==> src/rtl/piso_serializer_if.sv <==
// Load handshake and serial output bundle for the parallel-in, serial-out serializer.
// The master side is the producer / downstream consumer; the slave side is the serializer.
interface piso_serializer_if #(
    parameter int WIDTH = 4
);
    logic [WIDTH-1:0] din;
    logic             load_valid;
    logic             load_ready;
    logic             bit_en;
    logic             sout;
    logic             sout_valid;
    logic             frame_start;
    logic             frame_end;
    logic             busy;

    modport master (
        output din,
        output load_valid,
        output bit_en,
        input  load_ready,
        input  sout,
        input  sout_valid,
        input  frame_start,
        input  frame_end,
        input  busy
    );

    modport slave (
        input  din,
        input  load_valid,
        input  bit_en,
        output load_ready,
        output sout,
        output sout_valid,
        output frame_start,
        output frame_end,
        output busy
    );
endinterface

==> src/rtl/piso_serializer.sv <==
// Parallel-in, serial-out shift register with a valid/ready load handshake.
// Words are shifted out one bit per enabled clock with frame-start/frame-end
// markers; a new word loaded during the last enabled bit follows with no gap.
module piso_serializer #(
    parameter int WIDTH     = 4,
    parameter int MSB_FIRST = 1
) (
    input  logic                 i_clk,
    input  logic                 i_rst_n,
    piso_serializer_if.slave     bus
);
    localparam int             CW   = $clog2(WIDTH);
    localparam logic [CW-1:0]  LAST = CW'(WIDTH - 1);

    typedef enum logic {
        IDLE,
        SHIFT
    } state_t;

    state_t           r_state;
    logic [WIDTH-1:0] r_shreg;
    logic [CW-1:0]    r_cnt;

    logic w_lastBit;
    logic w_ready;
    logic w_accept;
    logic w_outBit;

    // Last bit of the current word is on the line; the next word may be taken
    // on the edge that retires it, which is what makes back-to-back streaming gapless.
    assign w_lastBit = (r_state == SHIFT) && (r_cnt == LAST);
    assign w_ready   = i_rst_n && ((r_state == IDLE) || (w_lastBit && bus.bit_en));
    assign w_accept  = bus.load_valid && w_ready;
    assign w_outBit  = (MSB_FIRST != 0) ? r_shreg[WIDTH-1] : r_shreg[0];

    // Single FSM: load on accept, shift on each enabled bit, drop to idle after the last bit.
    always_ff @(posedge i_clk or negedge i_rst_n) begin
        if (!i_rst_n) begin
            r_state <= IDLE;
            r_shreg <= '0;
            r_cnt   <= '0;
        end else if (w_accept) begin
            r_state <= SHIFT;
            r_shreg <= bus.din;
            r_cnt   <= '0;
        end else if ((r_state == SHIFT) && bus.bit_en) begin
            if (r_cnt == LAST) begin
                r_state <= IDLE;
                r_shreg <= '0;
                r_cnt   <= '0;
            end else begin
                if (MSB_FIRST != 0) begin
                    r_shreg <= {r_shreg[WIDTH-2:0], 1'b0};
                end else begin
                    r_shreg <= {1'b0, r_shreg[WIDTH-1:1]};
                end
                r_cnt <= r_cnt + CW'(1);
            end
        end
    end

    assign bus.load_ready  = w_ready;
    assign bus.sout        = (r_state == SHIFT) ? w_outBit : 1'b0;
    assign bus.sout_valid  = (r_state == SHIFT);
    assign bus.busy        = (r_state == SHIFT);
    assign bus.frame_start = (r_state == SHIFT) && (r_cnt == '0);
    assign bus.frame_end   = w_lastBit;
endmodule

==> src/flat_wrapper.sv <==
// flat-port wrapper written by rule: the top's interface ports become plain ports
module piso_serializer_flat 
#(
    parameter int WIDTH     = 4,
    parameter int MSB_FIRST = 1
)
  (i_clk, i_rst_n, bus_din, bus_load_valid, bus_bit_en, bus_load_ready, bus_sout, bus_sout_valid, bus_frame_start, bus_frame_end, bus_busy);
  piso_serializer_if #(.WIDTH(WIDTH)) bus_i ();
  input  logic i_clk;
  input  logic i_rst_n;
  input wire logic [$bits(bus_i.din)-1:0] bus_din;
  input wire logic [$bits(bus_i.load_valid)-1:0] bus_load_valid;
  input wire logic [$bits(bus_i.bit_en)-1:0] bus_bit_en;
  output wire logic [$bits(bus_i.load_ready)-1:0] bus_load_ready;
  output wire logic [$bits(bus_i.sout)-1:0] bus_sout;
  output wire logic [$bits(bus_i.sout_valid)-1:0] bus_sout_valid;
  output wire logic [$bits(bus_i.frame_start)-1:0] bus_frame_start;
  output wire logic [$bits(bus_i.frame_end)-1:0] bus_frame_end;
  output wire logic [$bits(bus_i.busy)-1:0] bus_busy;
  assign bus_i.din = bus_din;
  assign bus_i.load_valid = bus_load_valid;
  assign bus_i.bit_en = bus_bit_en;
  assign bus_load_ready = bus_i.load_ready;
  assign bus_sout = bus_i.sout;
  assign bus_sout_valid = bus_i.sout_valid;
  assign bus_frame_start = bus_i.frame_start;
  assign bus_frame_end = bus_i.frame_end;
  assign bus_busy = bus_i.busy;
  piso_serializer #(.WIDTH(WIDTH), .MSB_FIRST(MSB_FIRST)) u_core (.i_clk(i_clk), .i_rst_n(i_rst_n), .bus(bus_i));
endmodule
==> config.mk <==
export PLATFORM = sky130hd
export DESIGN_NAME = piso_serializer_flat
export DESIGN_NICKNAME = d
export VERILOG_FILES = /design/src/rtl/piso_serializer_if.sv /design/src/rtl/piso_serializer.sv /design/src/flat_wrapper.sv
export SDC_FILE = /design/constraint.sdc
export NUM_CORES = 1
export LEC_CHECK = 0
export CORE_AREA = 2 2 39 41
export DETAILED_ROUTE_END_ITERATION = 10
export DIE_AREA = 0 0 41 43
export GPL_ROUTABILITY_DRIVEN = 0
export MAX_ROUTING_LAYER = met4
export PLACE_DENSITY = 0.66
export SYNTH_ARGS = -nofsm -noshare
export SYNTH_HDL_FRONTEND = slang
export SYNTH_SLANG_ARGS = --single-unit
==> constraint.sdc <==
create_clock -name i_clk -period 1.5 [get_ports i_clk]
set_input_delay 0.45 -clock i_clk [delete_from_list [all_inputs] [get_ports i_clk]]
set_output_delay 0.45 -clock i_clk [all_outputs]
set_load 0.02 [all_outputs]
==> results of run 1 <==
worst max-delay path, delay by kind of cell (launching register included):
family          cells  cell delay (ns)
buf+inv             1             0.12
fa+ha+maj           1             0.20
flops               1             0.39
compound gates      1             0.20
simple gates        1             0.13
cell families after synthesis:
family,count (synthesis),share of synthesized area
AO/OA/AOI/OAI,5,0.0712
flip-flops,7,0.415
multiplexers,5,0.119
buffers and inverters,8,0.0979
AND/OR/NAND/NOR,16,0.237
adder cells (fa/ha/maj),2,0.0593
flip-flops by register name (all words and copies together), names as in the netlist:
name and cells:
u_core.bus.busy 1, u_core.r_cnt 2, u_core.r_shreg 4
stage by stage:
step	instances	hold slack (ns)	TNS [ns]
2_1_floorplan	43	0.154	0
3_3_place_gp	77	0.509	-2.91
3_5_place_dp	77	0.518	-3.02
4_1_cts	86	0.524	-0.616
5_1_grt	86	0.545	-0.767
6_report	86	0.518	-0.601
what timing repair did:
item,in CTS,in global routing
pin swaps,3,0
gates resized for setup,32,6
setup endpoints to repair,10,8
setup buffers,5,0
metal layers:
metal / wire length, um / part of all wire
met1: 344 / 0.40
met2: 430 / 0.50
met3: 64 / 0.075
met4: 16 / 0.019
met5: 0 / 0
power by group through the flow:
stage | Sequential (mW) | Clock (mW) | Combinational (mW)
6_report | 0.305 | 0.171 | 0.719
5_1_grt | 0.311 | 0.185 | 0.786
4_1_cts | 0.306 | 0.180 | 0.704
3_5_place_dp | 0.305 | 0 | 0.621
3_3_place_gp | 0.301 | 0 | 0.610
2_1_floorplan | 0.330 | 0 | 0.329
cell usage after synthesis, drive strengths merged:
cell	n
nand2	5
nand3	1
nor2	2
and4b	3
inv	6
buf	2
a21oi	4
a21bo	1
dfrtp	7
and2	4
ha	2
nor2b	1
mux2i	5
layout make-up:
cell class,instances,area share
Tap cell,16,0.0290
Clock buffer,4,0.0381
Sequential cell,7,0.254
Inverter,6,0.0327
Multi-Input combinational cell,28,0.314
Timing Repair Buffer,25,0.332
path summary, 6_finish.rpt:
path,from,to,slack (ns),cells after the start
setup / recovery,u_core.r_cnt[1]$_DFFE_PN0P_,bus_load_ready,-0.23,4
hold / removal,u_core.r_shreg[0]$_DFFE_PN0P_,u_core.r_shreg[0]$_DFFE_PN0P_,0.52,2
setup reg to reg,u_core.r_cnt[1]$_DFFE_PN0P_,u_core.r_cnt[1]$_DFFE_PN0P_,0.05,7
hold reg to reg,u_core.r_shreg[0]$_DFFE_PN0P_,u_core.r_shreg[0]$_DFFE_PN0P_,0.52,2
max in group asynchronous,i_rst_n,u_core.bus.busy$_DFFE_PN0P_,0.74,3
min in group asynchronous,i_rst_n,u_core.r_shreg[3]$_DFFE_PN0P_,0.63,3
==> parameters.txt, run 1 <==
Parameter                              Value

Yosys
  Post-synth top area cell ... sky130_fd_sc_hd__dfrtp_1
  Post-synthesis instance total ... 43
  Yosys warning count ... 0
  Number of nets produced by synthesis ... 53
  Share of the synthesized area in the top cell type ... 0.415
  Portion of the post-synthesis area used by sequential elements ... 0.415
  Number of distinct standard cells referenced by the synthesized netlist ... 14
  Register bit count reported by yosys ... 7
  Mean area per synthesized cell ... 9.81 um^2
  Area contributors post-synth ... sky130_fd_sc_hd__dfrtp_1 42%, sky130_fd_sc_hd__mux2i_1 12%, sky130_fd_sc_hd__and4b_1 7.1%
  Synthesized area ... 422 um^2

Global route
  Vias in the first global route ... 321
  Largest net degree at the start of global routing ... 8
  GR met3 Demand/Resource ... 0.0628
  Met2 usage ... 0.166
  Global routing usage on met1 ... 0.119
  Global routing's busiest layer ... met2
  Initial antenna violation count ... 0
  First-pass GRT wire length ... 1280 um
  All-Layer GR Usage ... 0.117
  Total grt overflow ... 0

STA
  Worst Max-Slew Pin Slew ... 0.217 ns
  Achievable frequency ... 577 MHz
  Setup slack of the critical path after layout ... -0.234 ns
  Slew HR ... 0.855
  Unrepaired setup endpoints after global routing ... true
  Final hold viol count ... 0
  Share of the cycle needed by the critical path after routing ... 1.16
  Max-slew violation count ... 0
  Clock Skews ... 0.00422 ns
  Setup-violating endpoint count in the final report ... 3
  Min Clock Period, post-route ... 1.73 ns

Floorplanning
  Die ar. ... 0.00176 mm^2
  Effective utilization at floorplan ... 0.305
  Core Footprint ... 0.00138 mm^2
  I/O pin count ... 14
  Site Rows ... 14
  Horizontal extent of the die ... 41 um
  Vertical extent of the die ... 43 um

Cells and area
  Fraction of final layout cells sized beyond drive strength 1 ... 0.386
  Highest-count cells in the layout ignoring fill and taps ... 8 x sky130_fd_sc_hd__buf_6, 8 x sky130_fd_sc_hd__buf_4, 7 x sky130_fd_sc_hd__dfrtp_1
  Number of filler instances in the final layout ... 147
  Total area of multi-input combinational cells ... 216 um^2
  Flip-flop and latch area ... 175 um^2
  Signed area change from the synthesized netlist to the final layout ... 63.5%
  Net total in the final layout ... 81
  Number of inserted diodes ... 0
  Fin util ... 0.498
  Final Instance Area ... 689 um^2

Critical path
  Crit-path max FO ... 2
  Crit path max-delay cell type ... sky130_fd_sc_hd__dfrtp_1
  Arrival time of the worst setup path ... 1.28 ns
  Startpoint type of the worst setup path ... flop
  Maximum cell stage delay along the critical path ... 0.39 ns
  Sequence of cells on the critical path ... ha_2 -> a21bo_2 -> and2_4 -> buf_6
  Type of element capturing the critical path ... output pin
  Worst EP required ... 1.05 ns
  Type of the worst setup path ... reg -> out

Power and ir drop
  Relative contribution of the clock network to total power ... 0.143
  Sw Ratio ... 0.350
  Net switching component of the power ... 418 uW
  Part of the total power dissipated in combinational logic ... 0.602
  Worst VDD drop ... 0.000677 V
  Static Leak ... 0.351 nW
  Internal power ... 777 uW
  Power per standard cell area ... 1730 mW/mm^2
  Final Power ... 1.19 mW
  Reg power frac ... 0.255

Placement
  Count of buffers from port buffering ... 13
  Cell area after placement ... 609 um^2
  Half-perimeter wire length after detailed placement ... 618 um
  Setup Slack @ Placement ... -0.758 ns

CTS
  Maximum clock insertion buffer count ... 2
  Clock latency reported for the late side of the worst-skew pair ... 0.25 ns
  CTS root buffer ... sky130_fd_sc_hd__clkbuf_4
  H-tree level count ... 1
  Clock tree from TritonCTS ... yes
  Number of buffers added by the clock tree synthesis step ... 3
  Number of hold buffers added after cts ... 0
  Worst-path clk slew ... 0.05 ns
  Clock sink count ... 7

Worst hold path
  HP Class ... reg -> reg

Status
  Result of the run ... finished with violations
  Violations in the final reports ... setup timing

Detailed routing
  Vias per std cell ... 4.49
  Average wire per cell in the routed design ... 9.93 um
  Total wire length ... 854 um
  Routed vias ... 386
  # DRC ... 0
  First drt pass iteration count ... 2
  Count of nets left with antenna violations after detail routing ... 0
  Initial detailed-routing violation count ... 2

Job
  Count of max-cap constraint violations ... 0
(Power assumes the default switching activity.)
==> inputs of run 2 (changes only) <==
CAP_MARGIN = 20   (was unset)
PLACE_DENSITY = 0.64   (was 0.66)
clock period = 1.78 ns   (was 1.5 ns; I/O delays follow)
==> run 2 against run 1 <==
Net effect: the flow still finishes with violations (setup timing); sequential cell count unchanged; wire length down 2.0%; non-clock buffer count shrank 4; critical path depth unchanged; via count fell by 3.9%; cell count is 4.7% lower.
==> parameters.txt, run 2 (synthesized netlist as in run 1, its figures left out) <==
Parameter                              Value

STA
  Final hold viol count ... 0 (unchanged)
  Share of the cycle needed by the critical path after routing ... 1.03
  Setup slack of the critical path after layout ... -0.0573 ns (+0.177 ns)
  Slew HR ... 0.854 (about the same)
  Min Clock Period, post-route ... 1.84 ns
  Achievable frequency ... 544 MHz
  Worst Max-Slew Pin Slew ... 0.218 ns (+0.00121 ns)
  Max-slew violation count ... 0 (unchanged)
  Clock Skews ... 0.00418 ns (-0.0000388 ns)
  Setup-violating endpoint count in the final report ... 2 (-1)
  Unrepaired setup endpoints after global routing ... true

Detailed routing
  Average wire per cell in the routed design ... 10.2 um (+2.8%)
  # DRC ... 0 (unchanged)
  Routed vias ... 371 (-3.9%)
  Initial detailed-routing violation count ... 9 (+7)
  First drt pass iteration count ... 4 (+2)
  Vias per std cell ... 4.52 (+0.80%)
  Total wire length ... 837 um (-2.0%)
  Count of nets left with antenna violations after detail routing ... 0 (unchanged)

CTS
  Worst-path clk slew ... 0.05 ns (about the same)
  Clock latency reported for the late side of the worst-skew pair ... 0.25 ns (about the same)
  Clock sink count ... 7 (unchanged)
  Number of hold buffers added after cts ... 0 (unchanged)
  Maximum clock insertion buffer count ... 2 (unchanged)
  Clock tree from TritonCTS ... yes
  Number of buffers added by the clock tree synthesis step ... 3 (unchanged)
  H-tree level count ... 1 (unchanged)
  CTS root buffer ... sky130_fd_sc_hd__clkbuf_4

Placement
  Count of buffers from port buffering ... 13 (unchanged)
  Number of placed instances, taps included ... 77 (unchanged)
  Cell area after placement ... 606 um^2 (-0.62%)
  Half-perimeter wire length after detailed placement ... 611 um (-1.2%)

Power and ir drop
  Power per standard cell area ... 1450 mW/mm^2 (-16%)
  Static Leak ... 0.323 nW (-7.9%)
  Worst VDD drop ... 0.000646 V (-4.6%)

Floorplanning
  I/O pin count ... 14 (unchanged)
  Core Footprint ... 0.00138 mm^2 (unchanged)
  Die ar. ... 0.00176 mm^2 (unchanged)
  Site Rows ... 14 (unchanged)
  Vertical extent of the die ... 43 um (unchanged)
  Horizontal extent of the die ... 41 um (unchanged)
  Effective utilization at floorplan ... 0.305 (unchanged)

Cells and area
  Number of filler instances in the final layout ... 141 (-4.1%)
  Non-filler cells, final ... 82 (-4.7%)
  Signed area change from the synthesized netlist to the final layout ... 53.7%
  Flip-flop count of the largest register, all copies and words added ... 4 (unchanged)
  Final Instance Area ... 648 um^2 (-6.0%)
  Net total in the final layout ... 77 (-4.9%)
  Highest-count cells in the layout ignoring fill and taps ... 7 x sky130_fd_sc_hd__buf_4, 7 x sky130_fd_sc_hd__dfrtp_1, 6 x sky130_fd_sc_hd__inv_1, 6 x sky130_fd_sc_hd__clkdlybuf4s50_1
  Number of inserted diodes ... 0 (unchanged)
  Register name with the most flops ... u_core.r_shreg
  Fraction of final layout cells sized beyond drive strength 1 ... 0.273 (-0.113)

Global route
  First-pass GRT wire length ... 1340 um (+4.9%)
  Total grt overflow ... 0 (unchanged)
  Largest net degree at the start of global routing ... 11 (+3)
  Vias in the first global route ... 331 (+3.1%)
  Initial antenna violation count ... 0 (unchanged)
  All-Layer GR Usage ... 0.124 (+0.00649)

Critical path
  Destination of the worst register-to-register timing path ... u_core.r_shreg[2]$_DFFE_PN0P_
  Worst EP required ... 1.25 ns (+0.20 ns)
  Type of element capturing the critical path ... output pin
  Startpoint of the most critical register-to-register path ... u_core.r_cnt[1]$_DFFE_PN0P_
  Cell depth of the worst flop-to-flop path ... 5 (-2)
  Type of the worst setup path ... reg -> out
  Arrival time of the worst setup path ... 1.30 ns (+0.02 ns)
  Crit-path max FO ... 2 (unchanged)
  FF-to-FF setup slack ... 0.44 ns (+0.39 ns)
  Startpoint type of the worst setup path ... flop

Job
  Count of max-cap constraint violations ... 0 (unchanged)

Status
  Result of the run ... finished with violations
  Violations in the final reports ... setup timing

Worst hold path
  Hold path startpoint ... u_core.r_shreg[0]$_DFFE_PN0P_
  Hold path endpoint ... u_core.r_shreg[0]$_DFFE_PN0P_
  HP Class ... reg -> reg
  Worst Hold Depth ... 2 (unchanged)
-- run 2: layout make-up --
type	count	area, um^2	share of cell area
repair buffers	21	194	0.299
inverters	6	22.5	0.0347
clock buffers	4	26.3	0.0405
multi-input cells	28	210	0.324
well taps	16	20.0	0.0309
flip-flops and latches	7	175	0.270
-- run 2: critical path: stages, from the launching register on --
cell                      delay [ns]
sky130_fd_sc_hd__dfrtp_1        0.39
sky130_fd_sc_hd__ha_2           0.20
sky130_fd_sc_hd__a21bo_2        0.20
sky130_fd_sc_hd__and2_4         0.15
sky130_fd_sc_hd__buf_6          0.12
-- run 2: worst max-delay path by stage --
stage | from | to
finish | u_core.r_cnt[1]$_DFFE_PN0P_ | bus_load_ready
CTS | u_core.r_cnt[0]$_DFFE_PN0P_ | bus_load_ready
floorplan | u_core.r_cnt[0]$_DFFE_PN0P_ | bus_load_ready
detailed placement | bus_bit_en | bus_load_ready
global route | u_core.r_cnt[1]$_DFFE_PN0P_ | bus_load_ready
global placement | bus_bit_en | bus_load_ready
-- run 2: where the power goes --
| part | internal [mW] | total [mW] | switching [mW] | leakage [nW] |
|---|---|---|---|---|
| Clock | 0.0855 | 0.143 | 0.0576 | 0.0150 |
| Combinational | 0.298 | 0.540 | 0.242 | 0.220 |
| Sequential | 0.222 | 0.256 | 0.0336 | 0.0882 |
-- run 2: repair_timing --
item	CTS	global route
resized for setup	16	10
setup buffers	0	1
endpoints found under the setup margin	6	4
pin swaps	0	2
-- run 2: per-layer routing --
layer,vias up,global-route usage,share of wire
li1,190,-,-
met4,0,0.100,0.011
met5,-,-,0
met3,2,0.0314,0.055
met1,167,0.153,0.41
met2,12,0.163,0.52
-- run 2: stage by stage --
| step | hold slack, ns | setup slack [ns] | utilization | power [mW] | setup TNS, ns |
|---|---|---|---|---|---|
| 2_1_floorplan | 0.238 | 0.182 | - | 0.552 | 0 |
| 3_3_place_gp | 0.508 | -0.646 | 0.438 | 0.767 | -1.29 |
| 3_5_place_dp | 0.519 | -0.644 | 0.438 | 0.774 | -1.30 |
| 4_1_cts | 0.527 | -0.120 | 0.442 | 0.878 | -0.159 |
| 5_1_grt | 0.547 | -0.109 | 0.468 | 1.03 | -0.207 |
| 6_report | 0.527 | -0.0573 | 0.468 | 0.939 | -0.0695 |
